==> src/rtl/capsense_prs_pulse_gen_if.sv <==
// Control and status bundle for the CSD sense-clock generator.
// master = firmware/channel side, slave = generator.
interface capsense_prs_if #(
    parameter int unsigned PrsWidth = 16
);
    logic                enable;
    logic                mode;
    logic [7:0]          div_val;
    logic                sense_clk;
    logic                pulse;
    logic [PrsWidth-1:0] prs_state;

    modport master (
        output enable, mode, div_val,
        input  sense_clk, pulse, prs_state
    );

    modport slave (
        input  enable, mode, div_val,
        output sense_clk, pulse, prs_state
    );
endinterface

==> src/rtl/capsense_prs_pulse_gen.sv <==
// CSD precharge/sense-clock generator: prescaler, fixed or PRS sense clock,
// and a one-cycle strobe on every sense-clock rising edge.
module capsense_prs_pulse_gen #(
    parameter int unsigned PrsWidth   = 16,
    parameter logic [15:0] Polynomial = 16'hA011,
    parameter logic [15:0] Seed       = 16'h0001
) (
    input logic           clock,
    input logic           reset,
    capsense_prs_if.slave bus
);
    localparam logic [PrsWidth-1:0] Poly    = Polynomial[PrsWidth-1:0];
    localparam logic [PrsWidth-1:0] SeedRaw = Seed[PrsWidth-1:0];
    localparam logic [PrsWidth-1:0] One     = {{(PrsWidth-1){1'b0}}, 1'b1};
    localparam logic [PrsWidth-1:0] SeedVal = (SeedRaw == '0) ? One : SeedRaw;

    logic [7:0]          cnt_q;
    logic [7:0]          cnt_d;
    logic [PrsWidth-1:0] lfsr_q;
    logic [PrsWidth-1:0] lfsr_d;
    logic [PrsWidth-1:0] lfsr_nxt;
    logic                sense_q;
    logic                sense_d;
    logic                pulse_q;
    logic                pulse_d;
    logic                tick;

    // Prescaler countdown, Galois LFSR step and sense-clock/strobe next state
    always_comb begin
        tick     = bus.enable && (cnt_q == 8'd0);
        lfsr_nxt = {lfsr_q[PrsWidth-2:0], 1'b0}
                 ^ (lfsr_q[PrsWidth-1] ? Poly : '0);
        cnt_d    = cnt_q;
        lfsr_d   = lfsr_q;
        sense_d  = sense_q;
        if (!bus.enable) begin
            cnt_d   = bus.div_val;
            lfsr_d  = SeedVal;
            sense_d = 1'b0;
        end else if (tick) begin
            cnt_d = bus.div_val;
            if (bus.mode) begin
                lfsr_d  = (lfsr_q == '0) ? SeedVal : lfsr_nxt;
                sense_d = lfsr_nxt[PrsWidth-1];
            end else begin
                sense_d = ~sense_q;
            end
        end else begin
            cnt_d = cnt_q - 8'd1;
        end
        pulse_d = tick && sense_d && !sense_q;
    end

    // State registers; reset returns to idle with the LFSR at its seed
    always_ff @(posedge clock or negedge reset) begin
        if (!reset) begin
            cnt_q   <= 8'd0;
            lfsr_q  <= SeedVal;
            sense_q <= 1'b0;
            pulse_q <= 1'b0;
        end else begin
            cnt_q   <= cnt_d;
            lfsr_q  <= lfsr_d;
            sense_q <= sense_d;
            pulse_q <= pulse_d;
        end
    end

    assign bus.sense_clk = sense_q;
    assign bus.pulse     = pulse_q;
    assign bus.prs_state = lfsr_q;
endmodule

==> src/flat_wrapper.sv <==
// flat-port wrapper written by rule: the top's interface ports become plain ports
module capsense_prs_pulse_gen_flat 
#(
    parameter int unsigned PrsWidth   = 16,
    parameter logic [15:0] Polynomial = 16'hA011,
    parameter logic [15:0] Seed       = 16'h0001
)
  (clock, reset, bus_enable, bus_mode, bus_div_val, bus_sense_clk, bus_pulse, bus_prs_state);
  capsense_prs_if #(.PrsWidth(PrsWidth)) bus_i ();
  input logic clock;
  input logic reset;
  input wire logic [$bits(bus_i.enable)-1:0] bus_enable;
  input wire logic [$bits(bus_i.mode)-1:0] bus_mode;
  input wire logic [$bits(bus_i.div_val)-1:0] bus_div_val;
  output wire logic [$bits(bus_i.sense_clk)-1:0] bus_sense_clk;
  output wire logic [$bits(bus_i.pulse)-1:0] bus_pulse;
  output wire logic [$bits(bus_i.prs_state)-1:0] bus_prs_state;
  assign bus_i.enable = bus_enable;
  assign bus_i.mode = bus_mode;
  assign bus_i.div_val = bus_div_val;
  assign bus_sense_clk = bus_i.sense_clk;
  assign bus_pulse = bus_i.pulse;
  assign bus_prs_state = bus_i.prs_state;
  capsense_prs_pulse_gen #(.PrsWidth(PrsWidth), .Polynomial(Polynomial), .Seed(Seed)) u_core (.clock(clock), .reset(reset), .bus(bus_i));
endmodule
==> config.mk <==
export PLATFORM = sky130hd
export DESIGN_NAME = capsense_prs_pulse_gen_flat
export DESIGN_NICKNAME = d
export VERILOG_FILES = /design/src/rtl/capsense_prs_pulse_gen_if.sv /design/src/rtl/capsense_prs_pulse_gen.sv /design/src/flat_wrapper.sv
export SDC_FILE = /design/constraint.sdc
export NUM_CORES = 1
export LEC_CHECK = 0
export CORE_UTILIZATION = 48
export DETAILED_ROUTE_END_ITERATION = 16
export GPL_ROUTABILITY_DRIVEN = 0
export PLACE_DENSITY = 0.85
export SETUP_SLACK_MARGIN = 0.05
export SLEW_MARGIN = 30
export SYNTH_ARGS = -nofsm -noshare
export SYNTH_HDL_FRONTEND = slang
export SYNTH_SLANG_ARGS = --single-unit
==> constraint.sdc <==
create_clock -name clock -period 2.8 [get_ports clock]
set_clock_uncertainty 0.2 [all_clocks]
set_input_delay 0.84 -clock clock [delete_from_list [all_inputs] [get_ports clock]]
set_output_delay 0.84 -clock clock [all_outputs]
set_load 0.03 [all_outputs]
==> run summary <==
- result of the run: complete, no violations
- total global routing track utilization: 19.7%
- hold-fix buffer count after cts: 0
- arrival time of data at the critical path endpoint: 1.57 ns
- root buffer selected by CTS: sky130_fd_sc_hd__clkbuf_4
- remaining routing DRC violations: 0
- worst path cell trace: clkdlybuf4s50_1
- cell area after technology mapping: 1250 um2
- fraction of power consumed by the clock network: 26.1%
- final-report hold violation count: 0
- sum of negative setup slack: 0 ns
- minimum setup slack among reg-to-reg paths: 0.46 ns
- WS Path Type: reg -> out
- Vias/cell: 5.37
- synthesis-to-finish area growth: 26.6%
- synthesized area per cell: 9.54 um2
- global-route wire length before repair: 4110 um
- Placed Area: 1550 um2
- CTS tree: yes
- clock sink count: 26
- Worst Tran Pin Value: 0.884 ns
- Worst path max stage delay: 0.67 ns
- Num CTS Buffers: 3
- Netlist cell types: 30
- die footprint: 2810 um2
- number of nets with antenna violations after routing: 0
- number of slew-limit violations in the final report: 0
- Max Cap Violations: 0
- sequential share of power: 57.8%
- required time of the critical path: 1.76 ns
- CTS H-tree depth: 1
- share of power burned in combinational logic: 16.1%
- total congestion overflow: 0
- final setup fails: 0
- maximum fanout along the worst path: 4
- number of global-route vias before repair: 976
- Iteration-0 DRC Markers: 13
- Min-Delay Path Class: reg -> reg
- min Tclk post-route: 2.61 ns
- top_reg_cell synth: sky130_fd_sc_hd__dfrtp_1
- number of diodes: 0
- I/O pin cnt: 30
- DR WL/cell: 12.8 um
- count of input and output buffers: 29
- final clock period utilization by the worst path: 93.3%
- CTS clock-pin slew for the worst setup and hold paths: 0.14 ns
- share of Yosys cell area claimed by the top area cell type: 50.1%
- sort of element at the end of the critical path: output pin
- Max-Slew Margin vs Limit: 41.0%
- Worst path top cell family by delay: buffers and inverters
- unrepaired setup endpoints after global routing: no
- proportion of register bits with asynchronous set or reset after synthesis: 100%
- Resize count post-CTS: 0
- leading post-synthesis cells by cell area: sky130_fd_sc_hd__dfrtp_1 (50%), sky130_fd_sc_hd__nand2_1 (9.9%), sky130_fd_sc_hd__o21ai_0 (6.0%)
- number of buffers inserted to repair setup after CTS: 0
- NetSw: 0.000190 W
- achievable frequency: 383 MHz
- count of state elements after synthesis: 26
- Syn Nets: 146
- yosys warns: 0
- share of post-route cells with drive strength above 1: 6.25%
- count of vias placed by the detailed router: 1020
- Die Span X: 53.0 um
- area of all placed cells without fillers: 1580 um2
- final core occ: 63.9%
- insertion delay of the later-clocked pin in the worst-skew pair: 0.31 ns
- Power Density: 455 nW/um2
- number of nets in the layout: 176
- P_int: 0.000530 W
- count of standard-cell rows: 18
- Peak VDD IR: 0.317 mV
- number of instances in the synthesized netlist: 131
- cell taking the most area after synthesis: sky130_fd_sc_hd__dfrtp_1
- startpoint type of the worst setup path: flop
- antenna violations before repair: 0
- number of flops mapped to enable cells by yosys: 0
- Starting Density: 50.5%
- detailed-routing iteration count for the pre-antenna-repair pass: 4
- Detailed Place HPWL: 1850 um
- cell at the slowest stage of the critical path: sky130_fd_sc_hd__clkdlybuf4s50_1
- Bufs and invs on worst path: 1
- Post-Route WL: 2440 um
- die boundary height: 53.0 um
- Static Leak: 0.680 nW
- switching share of power: 26.4%
- core box area: 2480 um2
- buffer depth of the longest clock path: 2
- largest net degree at the start of global routing: 29
- final hold slack: 0.308 ns
- share of the yosys chip area belonging to registers: 52.2%
==> cells in the mapped netlist (all sizes together) (3+ instances only) <==
cell type and number:
or3 3, a21oi 4, o21ai 22, inv 7, buf 4, ha 3
nand2 33, dfrtp 25, a22o 3, xor2 5
==> flip-flops by register name, summed over array words and instances (netlist names) <==
register	flops
u_core.bus.pulse	1
u_core.cnt_q	8
u_core.bus.prs_state	16
u_core.bus.sense_clk	1
==> metal layers <==
metal / vias to the layer above / GRT usage [%] / wire length [um] / part of all wire (%)
met5: - / 0 / 0 / 0
met3: 2 / 2.87 / 100 / 4.1
li1: 502 / - / - / -
met2: 26 / 38.4 / 1300 / 53
met1: 490 / 22.3 / 1030 / 42
met4: 0 / 3.95 / 8 / 0.33
==> power by group through the flow <==
| stage | Sequential, W | Clock, W | Combinational, W |
|---|---|---|---|
| finish | 0.000417 | 0.000188 | 0.000116 |
| global route | 0.000420 | 0.000200 | 0.000131 |
| CTS | 0.000417 | 0.000192 | 0.000118 |
| detailed placement | 0.000424 | 0 | 0.000117 |
| global placement | 0.000423 | 0 | 0.000113 |
| floorplan | 0.000428 | 0 | 0.0000688 |
==> cell type report <==
type | count | area (um2)
Clock buffer | 4 | 36.3
Inverter | 7 | 26.3
Tap cell | 30 | 37.5
Sequential cell | 26 | 652
Timing Repair Buffer | 31 | 305
Multi-Input combinational cell | 92 | 526
Fill cell | 232 | 895
==> cells by family after synthesis <==
family,synth area share [%]
flops,52.2
simple gates,18.6
fa+ha+maj,3.00
xor+xnor,4.91
compound gates,15.5
buf+inv,5.81
==> final timing paths <==
check,from,cells past startpoint,to
max in group asynchronous,reset,2,u_core.bus.prs_state[0]
min reg2reg,u_core.cnt_q[0],1,u_core.cnt_q[0]
max reg2reg,u_core.cnt_q[0],5,u_core.bus.prs_state[13]
min in group asynchronous,reset,2,u_core.bus.prs_state[5]
max,u_core.bus.prs_state[0],1,bus_prs_state[0]
min,u_core.cnt_q[0],1,u_core.cnt_q[0]
==> through the flow <==
step / total power, W / setup slack [ns] / instances
3_3_place_gp: 0.000536 / 0.184 / 186
4_1_cts: 0.000726 / 0.179 / 190
3_5_place_dp: 0.000541 / 0.0863 / 186
6_report: 0.000721 / 0.187 / 190
5_1_grt: 0.000751 / 0.131 / 190
2_1_floorplan: 0.000497 / 0.786 / 131
==> cell usage in the layout (no fill, tap or decap) <==
master,Yosys,routed
sky130_fd_sc_hd__clkdlybuf4s50_1,0,29
sky130_fd_sc_hd__o21ai_0,15,14
sky130_fd_sc_hd__a21boi_0,1,1
sky130_fd_sc_hd__buf_4,0,2
sky130_fd_sc_hd__nor4_1,2,2
sky130_fd_sc_hd__a22oi_2,1,1
sky130_fd_sc_hd__nor4b_1,1,1
sky130_fd_sc_hd__inv_1,7,7
sky130_fd_sc_hd__ha_1,3,3
sky130_fd_sc_hd__o21ai_1,7,8
sky130_fd_sc_hd__nor2_1,2,2
sky130_fd_sc_hd__nor4bb_1,1,1
sky130_fd_sc_hd__a22o_1,3,3
sky130_fd_sc_hd__or3_1,3,3
sky130_fd_sc_hd__clkbuf_4,0,3
sky130_fd_sc_hd__a21oi_1,4,4
sky130_fd_sc_hd__nand2_1,33,33
sky130_fd_sc_hd__or4_4,1,1
sky130_fd_sc_hd__nor3_1,1,1
sky130_fd_sc_hd__nor3b_1,1,1
sky130_fd_sc_hd__nand2b_1,1,1
sky130_fd_sc_hd__or3b_2,1,1
sky130_fd_sc_hd__and3_1,1,1
sky130_fd_sc_hd__xor2_1,5,5
sky130_fd_sc_hd__dfstp_2,1,1
sky130_fd_sc_hd__dfrtp_1,25,25
sky130_fd_sc_hd__a41oi_1,1,1
sky130_fd_sc_hd__clkbuf_8,0,1
sky130_fd_sc_hd__xnor2_1,2,2
sky130_fd_sc_hd__o31a_1,1,1
sky130_fd_sc_hd__nor2b_1,1,1
Note: power is estimated with default switching activity, not from simulation.
